===== src/rtl/rob_complete_arbiter_if.sv =====
// Completion bus between the execute-stage requesters, the arbiter and the
// ROB completion ports. The master side is the requester/ROB environment,
// the slave side is the arbiter.
interface rob_complete_if #(
  parameter int NUM_REQ   = 4,
  parameter int NUM_PORTS = 3,
  parameter int ROB_SIZE  = 64,
  parameter int PC_SIZE   = 32,
  parameter int WORD_SIZE = 32
);
  localparam int IW = $clog2(ROB_SIZE);

  logic [NUM_REQ-1:0]             req_valid_i;
  logic [NUM_REQ-1:0]             req_ready_o;
  logic [NUM_REQ*IW-1:0]          req_indx_i;
  logic [NUM_REQ*PC_SIZE-1:0]     req_pc_i;
  logic [NUM_REQ*WORD_SIZE-1:0]   req_val_i;
  logic [NUM_PORTS-1:0]           en_complete_o;
  logic [NUM_PORTS*IW-1:0]        complete_indx_o;
  logic [NUM_PORTS*PC_SIZE-1:0]   complete_pc_o;
  logic [NUM_PORTS*WORD_SIZE-1:0] complete_val_o;

  modport master (
    output req_valid_i, req_indx_i, req_pc_i, req_val_i,
    input  req_ready_o, en_complete_o, complete_indx_o, complete_pc_o, complete_val_o
  );

  modport slave (
    input  req_valid_i, req_indx_i, req_pc_i, req_val_i,
    output req_ready_o, en_complete_o, complete_indx_o, complete_pc_o, complete_val_o
  );
endinterface


===== src/rtl/rob_complete_arbiter.sv =====
// Round-robin completion arbiter: grants up to NUM_PORTS of NUM_REQ
// functional-unit results per cycle and registers the winners onto the
// ROB completion ports (one cycle latency, ports filled densely from 0).
module rob_complete_arbiter #(
  parameter int NUM_REQ   = 4,
  parameter int NUM_PORTS = 3,
  parameter int ROB_SIZE  = 64,
  parameter int PC_SIZE   = 32,
  parameter int WORD_SIZE = 32
) (
  input  logic                       clk_i,
  input  logic                       rst_n_i,
  input  logic                       flush_i,
  rob_complete_if.slave              bus,
  output logic [$clog2(NUM_REQ)-1:0] rr_ptr_o,
  output logic                       err_dup_o
);
  localparam int IW = $clog2(ROB_SIZE);
  localparam int PW = $clog2(NUM_REQ);

  logic [IW-1:0]        req_indx [NUM_REQ];
  logic [PC_SIZE-1:0]   req_pc   [NUM_REQ];
  logic [WORD_SIZE-1:0] req_val  [NUM_REQ];

  logic [NUM_REQ-1:0]   ready;
  logic [NUM_PORTS-1:0] port_en;
  logic [PW-1:0]        port_sel [NUM_PORTS];
  logic [PW-1:0]        last_grant;
  logic [PW:0]          scan_sum;
  logic [PW-1:0]        scan_idx;
  logic                 placed;
  logic                 dup;
  logic [PW-1:0]        rr_ptr;
  logic [PW-1:0]        rr_next;

  logic [NUM_PORTS-1:0] vld_p1;
  logic [IW-1:0]        indx_p1 [NUM_PORTS];
  logic [PC_SIZE-1:0]   pc_p1   [NUM_PORTS];
  logic [WORD_SIZE-1:0] val_p1  [NUM_PORTS];
  logic                 err_dup;

  for (genvar r = 0; r < NUM_REQ; r++) begin : g_unpack
    assign req_indx[r] = bus.req_indx_i[r*IW +: IW];
    assign req_pc[r]   = bus.req_pc_i[r*PC_SIZE +: PC_SIZE];
    assign req_val[r]  = bus.req_val_i[r*WORD_SIZE +: WORD_SIZE];
  end

  // Circular scan from rr_ptr; each grant takes the lowest free port.
  always_comb begin
    ready      = '0;
    port_en    = '0;
    last_grant = '0;
    scan_sum   = '0;
    scan_idx   = '0;
    placed     = 1'b0;
    for (int p = 0; p < NUM_PORTS; p++) port_sel[p] = '0;
    for (int k = 0; k < NUM_REQ; k++) begin
      scan_sum = {1'b0, rr_ptr} + (PW+1)'(k);
      if (scan_sum >= (PW+1)'(NUM_REQ)) scan_sum = scan_sum - (PW+1)'(NUM_REQ);
      scan_idx = scan_sum[PW-1:0];
      // Last port still free means there is room for another grant.
      if (bus.req_valid_i[scan_idx] && !port_en[NUM_PORTS-1] && !flush_i && rst_n_i) begin
        ready[scan_idx] = 1'b1;
        last_grant      = scan_idx;
        placed          = 1'b0;
        for (int p = 0; p < NUM_PORTS; p++) begin
          if (!placed && !port_en[p]) begin
            port_en[p]  = 1'b1;
            port_sel[p] = scan_idx;
            placed      = 1'b1;
          end
        end
      end
    end
  end

  // Flag any pair of same-cycle grants targeting the same ROB entry.
  always_comb begin
    dup = 1'b0;
    for (int i = 0; i < NUM_PORTS; i++) begin
      for (int j = i + 1; j < NUM_PORTS; j++) begin
        if (port_en[i] && port_en[j] && (req_indx[port_sel[i]] == req_indx[port_sel[j]]))
          dup = 1'b1;
      end
    end
  end

  // Next start pointer: one past the last winner, cleared by flush.
  always_comb begin
    rr_next = rr_ptr;
    if (flush_i)
      rr_next = '0;
    else if (|port_en)
      rr_next = (last_grant == PW'(NUM_REQ - 1)) ? '0 : last_grant + 1'b1;
  end

  // ---- stage p1: registered completion ports ----
  // Winners are captured into the port registers; unused ports hold payload.
  always_ff @(posedge clk_i or negedge rst_n_i) begin
    if (!rst_n_i) begin
      vld_p1  <= '0;
      rr_ptr  <= '0;
      err_dup <= 1'b0;
      for (int p = 0; p < NUM_PORTS; p++) begin
        indx_p1[p] <= '0;
        pc_p1[p]   <= '0;
        val_p1[p]  <= '0;
      end
    end else begin
      vld_p1 <= port_en;
      rr_ptr <= rr_next;
      if (dup) err_dup <= 1'b1;
      for (int p = 0; p < NUM_PORTS; p++) begin
        if (port_en[p]) begin
          indx_p1[p] <= req_indx[port_sel[p]];
          pc_p1[p]   <= req_pc[port_sel[p]];
          val_p1[p]  <= req_val[port_sel[p]];
        end
      end
    end
  end

  assign bus.req_ready_o   = ready;
  assign bus.en_complete_o = vld_p1;
  assign rr_ptr_o          = rr_ptr;
  assign err_dup_o         = err_dup;

  for (genvar p = 0; p < NUM_PORTS; p++) begin : g_pack
    assign bus.complete_indx_o[p*IW +: IW]             = indx_p1[p];
    assign bus.complete_pc_o[p*PC_SIZE +: PC_SIZE]     = pc_p1[p];
    assign bus.complete_val_o[p*WORD_SIZE +: WORD_SIZE] = val_p1[p];
  end
endmodule


===== src/flat_wrapper.sv =====
// flat-port wrapper written by rule: the top's interface ports become plain ports
module rob_complete_arbiter_flat 
#(
  parameter int NUM_REQ   = 4,
  parameter int NUM_PORTS = 3,
  parameter int ROB_SIZE  = 64,
  parameter int PC_SIZE   = 32,
  parameter int WORD_SIZE = 32
)
  (clk_i, rst_n_i, flush_i, rr_ptr_o, err_dup_o, bus_req_valid_i, bus_req_indx_i, bus_req_pc_i, bus_req_val_i, bus_req_ready_o, bus_en_complete_o, bus_complete_indx_o, bus_complete_pc_o, bus_complete_val_o);
  rob_complete_if #(.NUM_REQ(NUM_REQ), .NUM_PORTS(NUM_PORTS), .ROB_SIZE(ROB_SIZE), .PC_SIZE(PC_SIZE), .WORD_SIZE(WORD_SIZE)) bus_i ();
  input  logic clk_i;
  input  logic rst_n_i;
  input  logic flush_i;
  output logic [$clog2(NUM_REQ)-1:0] rr_ptr_o;
  output logic err_dup_o;
  input wire logic [$bits(bus_i.req_valid_i)-1:0] bus_req_valid_i;
  input wire logic [$bits(bus_i.req_indx_i)-1:0] bus_req_indx_i;
  input wire logic [$bits(bus_i.req_pc_i)-1:0] bus_req_pc_i;
  input wire logic [$bits(bus_i.req_val_i)-1:0] bus_req_val_i;
  output wire logic [$bits(bus_i.req_ready_o)-1:0] bus_req_ready_o;
  output wire logic [$bits(bus_i.en_complete_o)-1:0] bus_en_complete_o;
  output wire logic [$bits(bus_i.complete_indx_o)-1:0] bus_complete_indx_o;
  output wire logic [$bits(bus_i.complete_pc_o)-1:0] bus_complete_pc_o;
  output wire logic [$bits(bus_i.complete_val_o)-1:0] bus_complete_val_o;
  assign bus_i.req_valid_i = bus_req_valid_i;
  assign bus_i.req_indx_i = bus_req_indx_i;
  assign bus_i.req_pc_i = bus_req_pc_i;
  assign bus_i.req_val_i = bus_req_val_i;
  assign bus_req_ready_o = bus_i.req_ready_o;
  assign bus_en_complete_o = bus_i.en_complete_o;
  assign bus_complete_indx_o = bus_i.complete_indx_o;
  assign bus_complete_pc_o = bus_i.complete_pc_o;
  assign bus_complete_val_o = bus_i.complete_val_o;
  rob_complete_arbiter #(.NUM_REQ(NUM_REQ), .NUM_PORTS(NUM_PORTS), .ROB_SIZE(ROB_SIZE), .PC_SIZE(PC_SIZE), .WORD_SIZE(WORD_SIZE)) u_core (.clk_i(clk_i), .rst_n_i(rst_n_i), .flush_i(flush_i), .bus(bus_i), .rr_ptr_o(rr_ptr_o), .err_dup_o(err_dup_o));
endmodule

===== config.mk =====
export PLATFORM = sky130hd
export DESIGN_NAME = rob_complete_arbiter_flat
export DESIGN_NICKNAME = d
export VERILOG_FILES = /design/src/rtl/rob_complete_arbiter_if.sv /design/src/rtl/rob_complete_arbiter.sv /design/src/flat_wrapper.sv
export SDC_FILE = /design/constraint.sdc
export NUM_CORES = 1
export LEC_CHECK = 0
export BUFFER_PORTS_ARGS = -buffer_cell sky130_fd_sc_hd__buf_2
export CAP_MARGIN = 10
export CELL_PAD_IN_SITES_DETAIL_PLACEMENT = 1
export CELL_PAD_IN_SITES_GLOBAL_PLACEMENT = 1
export CORE_UTILIZATION = 25
export CTS_BUF_LIST = sky130_fd_sc_hd__clkbuf_4
export DETAILED_ROUTE_END_ITERATION = 7
export GPL_TIMING_DRIVEN = 1
export HOLD_SLACK_MARGIN = 0.15
export PLACE_DENSITY = 0.63
export SLEW_MARGIN = 20
export SYNTH_ARGS = -nofsm -noshare
export SYNTH_HDL_FRONTEND = slang
export SYNTH_SLANG_ARGS = --single-unit

===== constraint.sdc =====
create_clock -name clk_i -period 6.75 [get_ports clk_i]
set_input_delay 0.3375 -clock clk_i [delete_from_list [all_inputs] [get_ports clk_i]]
set_output_delay 0.3375 -clock clk_i [all_outputs]
set_load 0.1 [all_outputs]

==> results.txt <==
The flow ran to the end, and the final reports show no timing, DRC or antenna violations. The tools report the launch point of the worst path as u_core.rr_ptr_o[1]. The mean post-synth cell area came out at 6.38 sq um. Cell seen most often among critical-path stages: sky130_fd_sc_hd__inv_1. The count of buffers added on input and output ports is 506.

The synthesized netlist occupies a cell area of 15200 sq um. The tools report the sequential cell area as 5410 sq um. Once detail routing completed, the nets flagged for antenna violations numbered 0. The delay of the slowest cell on the worst path was 740 ps. The tools report the root buffer cell as sky130_fd_sc_hd__clkbuf_4. The internal power was 0.00458 W; the number of setup buffers added after CTS was 0. The worst hold path passes through 4 cells.

After detailed routing, the average wire length per cell comes to 19.9 um. For the max-slew violation count, the log shows 0. The data arrival time of the critical path is 6920 ps.

The number of distinct library cells after synthesis came out at 62. The worst relative slew slack was 0.391. Grouping stages by cell kind, the critical path spends the most delay in buffers and inverters.

The critical-path cell with the highest stage delay was sky130_fd_sc_hd__buf_4. In this run the core area contains 89 standard-cell rows. The number of max-cap violations was 0. The critical path startpoint category is a register. Number of detailed-routing iterations run before antenna repair: 5. For the final-stage net count, the log shows 3604.

Counting every sink on the clock net gives 216. The tools report the number of violations reported at the end of detailed-routing iteration 0 as 904. At the end of routability-driven placement, the weighted congestion stood at 0.893. The worst hold margin is 247 ps, and the number of synthesized flops with an enable pin is 0.

For the data required time at the worst endpoint, the log shows 7430 ps. For the wire length reported by the detailed router, the log shows 82400 um. The post-synthesis async set-or-reset flop share came out at 1.00. TritonCTS built the clock tree. By startpoint and endpoint, the worst setup path is classified as register to register.

The area growth from synthesis to layout is 60.4%. The number of antenna violations at the first check in global routing is 13, and the multi-input gate area in the final layout is 9140 sq um. Dividing total power by cell area gives a power density of 488 nW/um^2. In this run the worst path has a maximum fanout of 67. Setup repair after global routing left no endpoint under its margin. The length in cells of the worst reg-to-reg path was 16.

The category of the worst setup path capture point was a register. The share of layout cells above drive strength 1 is 0.206. In the routed layout, each cell is associated on average with a via count of 5.09.

The worst setup path endpoint was u_core.bus.complete_pc_o[25]. The tools report the sequential-to-total area share from yosys stat as 0.357. Setup total negative slack on the finished layout was measured at 0 ps. Maximum clock skew at final layout: 39.3 ps.

The critical path goes through inv_1 > ha_1 > mux2i_1 > o22ai_2 > inv_1 > ha_1 > inv_1 > nor4_1 > a31o_4 > buf_4 > nand2_1 > nand3_1 > dlygate4sd3_1 > o21ai_0 > dlygate4sd3_1 > o21ai_0. The setup slack on the worst flop-to-flop path was 510 ps; the floorplan die height was 248 um. The run gives 0 as the residual DRC count.

Final cycle utilization of the critical path: 0.924. Setup violations remaining at the end of the flow were counted as 0. The number of H-tree levels was 3; the total power of the final layout was 0.0119 W. The layout has 7646 filler cells. Transition time at the pin with the least slew margin: 914 ps. The startpoint of the lowest-slack register-to-register path is u_core.rr_ptr_o[1]. The worst-case IR drop observed on VDD is 0.319 mV. After clock tree synthesis, the clock-pin slew on the worst setup and hold paths is 60 ps. The area of the die came out at 61600 sq um. The total cell area at the placement stage came out at 18300 sq um.

The share of total power consumed by net switching is 0.614. Summing over every cut layer, the via total after detailed routing is 21051. The count of final hold-check violations is 0, and the maximum number of pins on one net before global-route repair is 83.

The starting density of the core was 0.255; the cell count after placement was 3504. For this design the top-level I/O count stands at 507. The logs give 0.123 for the share of power burned in the clock network and 52300 um for the HPWL after detailed placement. For this run, the leading register cell type out of synthesis is sky130_fd_sc_hd__dfrtp_1.

The tools report the number of warnings reported in the yosys synthesis log as 0. The combinational group share of total power is 0.697, and the area of the core region is 59500 sq um. Static leakage: 12.4 nW. In this run the worst hold path is classified as primary input to register. Counting both buffers and inverters, the worst setup path holds a total of 6. In this run the critical register-to-register path is captured at u_core.bus.complete_pc_o[25]. The critical path runs through a total of 16 cells. The run gives 24300 sq um as the final instance area. For this run, the top clock speed supported by timing is 160 MHz.

For this design the total switching power over the nets is 0.00728 W. The die width is 248 um. For the number of buffers on the longest clock path, the log shows 3.

The first-pass GRT wire length was 125000 um; the overflow left after global routing was 0. Synthesis produced a netlist with a net count of 2671. In the synthesized netlist, the number of instances is 2374.

The sequential share of power was 0.180; the post-synthesis sequential element count was 216. Via count of the first global-routing pass: 22464. For the global-route usage over all layers, the log shows 0.261. For the clock latency reported for the late side of the worst-skew pair, the log shows 800 ps.

The clock period minus worst slack was 6240 ps; the total clock buffers created by CTS was 73. The final cell count without fillers is 4135.
==> cell type report <==
type / instances / area share
clock buffer: 104 / 0.0321
tap: 773 / 0.0398
clock inverter: 15 / 0.00463
sequential: 216 / 0.222
multi-input combinational: 1968 / 0.376
timing repair buffer: 1038 / 0.322
inverter: 10 / 0.00154
antenna: 11 / 0.00113
==> cells by family after synthesis <==
family                     Yosys count  synth area share
adders and majority gates           10           0.00825
and+or+nand+nor                   1371             0.356
AOI/OAI and AO/OA                  518             0.182
xor gates and xnor gates            16           0.00925
muxes                               53            0.0393
DFF                                216             0.357
buffers and inverters              190            0.0481
==> worst register-to-register path: cells and delay by family (launching register included) <==
kind	cells	cell delay, ps
AOI/OAI and AO/OA	4	800
adders and majority gates	2	940
buffers and inverters	6	2460
DFF	1	620
muxes	1	290
and+or+nand+nor	3	1010
==> state kept, by name, indices dropped and copies added (netlist names) <==
name,count
u_core.bus.en_complete_o,3
u_core.bus.complete_val_o,96
u_core.bus.complete_indx_o,18
u_core.rr_ptr_o,2
u_core.bus.complete_pc_o,96
u_core.err_dup_o,1
==> cells in the final DEF, fill, tap and decap left out, drive strengths merged, types with 2 or more instances in the layout <==
cell and instances:
o211ai 2, a31oi 5, a211oi 4, or2 2, o221ai 2, nor4 3
o22a 2, diode 11, nand4b 2, o22ai 3, nor3 2, mux4 2
and3 4, a21oi 140, nand2b 2, nand2 1190, dfrtp 216, dlygate4sd3 499
nor2 13, a222oi 5, bufinv 2, xnor2 13, and2 3, xor2 3
buf 539, mux2i 32, a22oi 3, clkinv 11, clkbuf 104, o21ai 338
ha 10, nand3 144, mux2 19, inv 11
==> stage by stage <==
step	utilization	worst slack (ps)
2_1_floorplan	-	1430
3_3_place_gp	0.308	1270
3_5_place_dp	0.308	1060
4_1_cts	0.408	164
5_1_grt	0.409	159
6_report	0.409	512
==> cell usage after synthesis, types with 2 or more instances <==
cell,n,share of area
sky130_fd_sc_hd__mux2_2,17,0.013
sky130_fd_sc_hd__clkbuf_1,160,0.040
sky130_fd_sc_hd__a31oi_1,5,0.0021
sky130_fd_sc_hd__and3_1,4,0.0017
sky130_fd_sc_hd__o21ai_0,338,0.11
sky130_fd_sc_hd__nor2_1,13,0.0032
sky130_fd_sc_hd__ha_1,10,0.0083
sky130_fd_sc_hd__dfrtp_1,216,0.36
sky130_fd_sc_hd__a21oi_1,140,0.046
sky130_fd_sc_hd__inv_1,9,0.0022
sky130_fd_sc_hd__nand2b_1,2,0.00083
sky130_fd_sc_hd__nand3_1,144,0.048
sky130_fd_sc_hd__buf_1,12,0.0030
sky130_fd_sc_hd__a211oi_1,4,0.0020
sky130_fd_sc_hd__mux4_2,2,0.0030
sky130_fd_sc_hd__a22oi_1,2,0.00099
sky130_fd_sc_hd__nand4b_1,2,0.0012
sky130_fd_sc_hd__o22ai_1,2,0.00083
sky130_fd_sc_hd__xnor2_1,13,0.0075
sky130_fd_sc_hd__a222oi_1,5,0.0033
sky130_fd_sc_hd__xor2_1,3,0.0017
sky130_fd_sc_hd__mux2i_1,31,0.020
sky130_fd_sc_hd__nor3_1,2,0.00066
sky130_fd_sc_hd__and2_1,3,0.0012
sky130_fd_sc_hd__nor4_1,3,0.0012
sky130_fd_sc_hd__buf_2,7,0.0023
sky130_fd_sc_hd__nand2_1,1190,0.29
==> how the worst min path moves through the flow <==
stage	startpoint	end	slack, ps
detailed placement	rst_n_i	u_core.bus.complete_indx_o[10]	240
global placement	rst_n_i	u_core.bus.complete_indx_o[10]	240
floorplan	rst_n_i	u_core.bus.complete_indx_o[0]	40
CTS	bus_req_indx_i[11]	u_core.bus.complete_indx_o[11]	160
finish	bus_req_indx_i[17]	u_core.bus.complete_indx_o[5]	250
global route	bus_req_indx_i[16]	u_core.bus.complete_indx_o[4]	230
==> power groups by stage <==
stage	Clock [W]	Sequential, W	Combinational, W
4_1_cts	0.00152	0.00214	0.00819
5_1_grt	0.00158	0.00220	0.00869
3_5_place_dp	0	0.00215	0.00729
2_1_floorplan	0	0.00585	0.00191
6_report	0.00146	0.00214	0.00826
3_3_place_gp	0	0.00214	0.00721
==> metal layers <==
metal | track usage | up-vias | wire length, um | share of wire
met1 | 0.290 | 10428 | 32500 | 0.39
li1 | - | 9707 | - | -
met4 | 0.136 | 10 | 3740 | 0.045
met2 | 0.454 | 679 | 40100 | 0.49
met3 | 0.0724 | 227 | 5960 | 0.072
met5 | 0 | - | 67 | 0.00081
==> timing repair <==
action / 4_1_cts / 5_1_grt
gates resized for setup: 0 / 3
setup endpoints to repair: 0 / 47
hold buffers: 500 / 0
endpoints found under the hold margin: 357 / 0
Note: power is estimated with default switching activity, not from simulation.
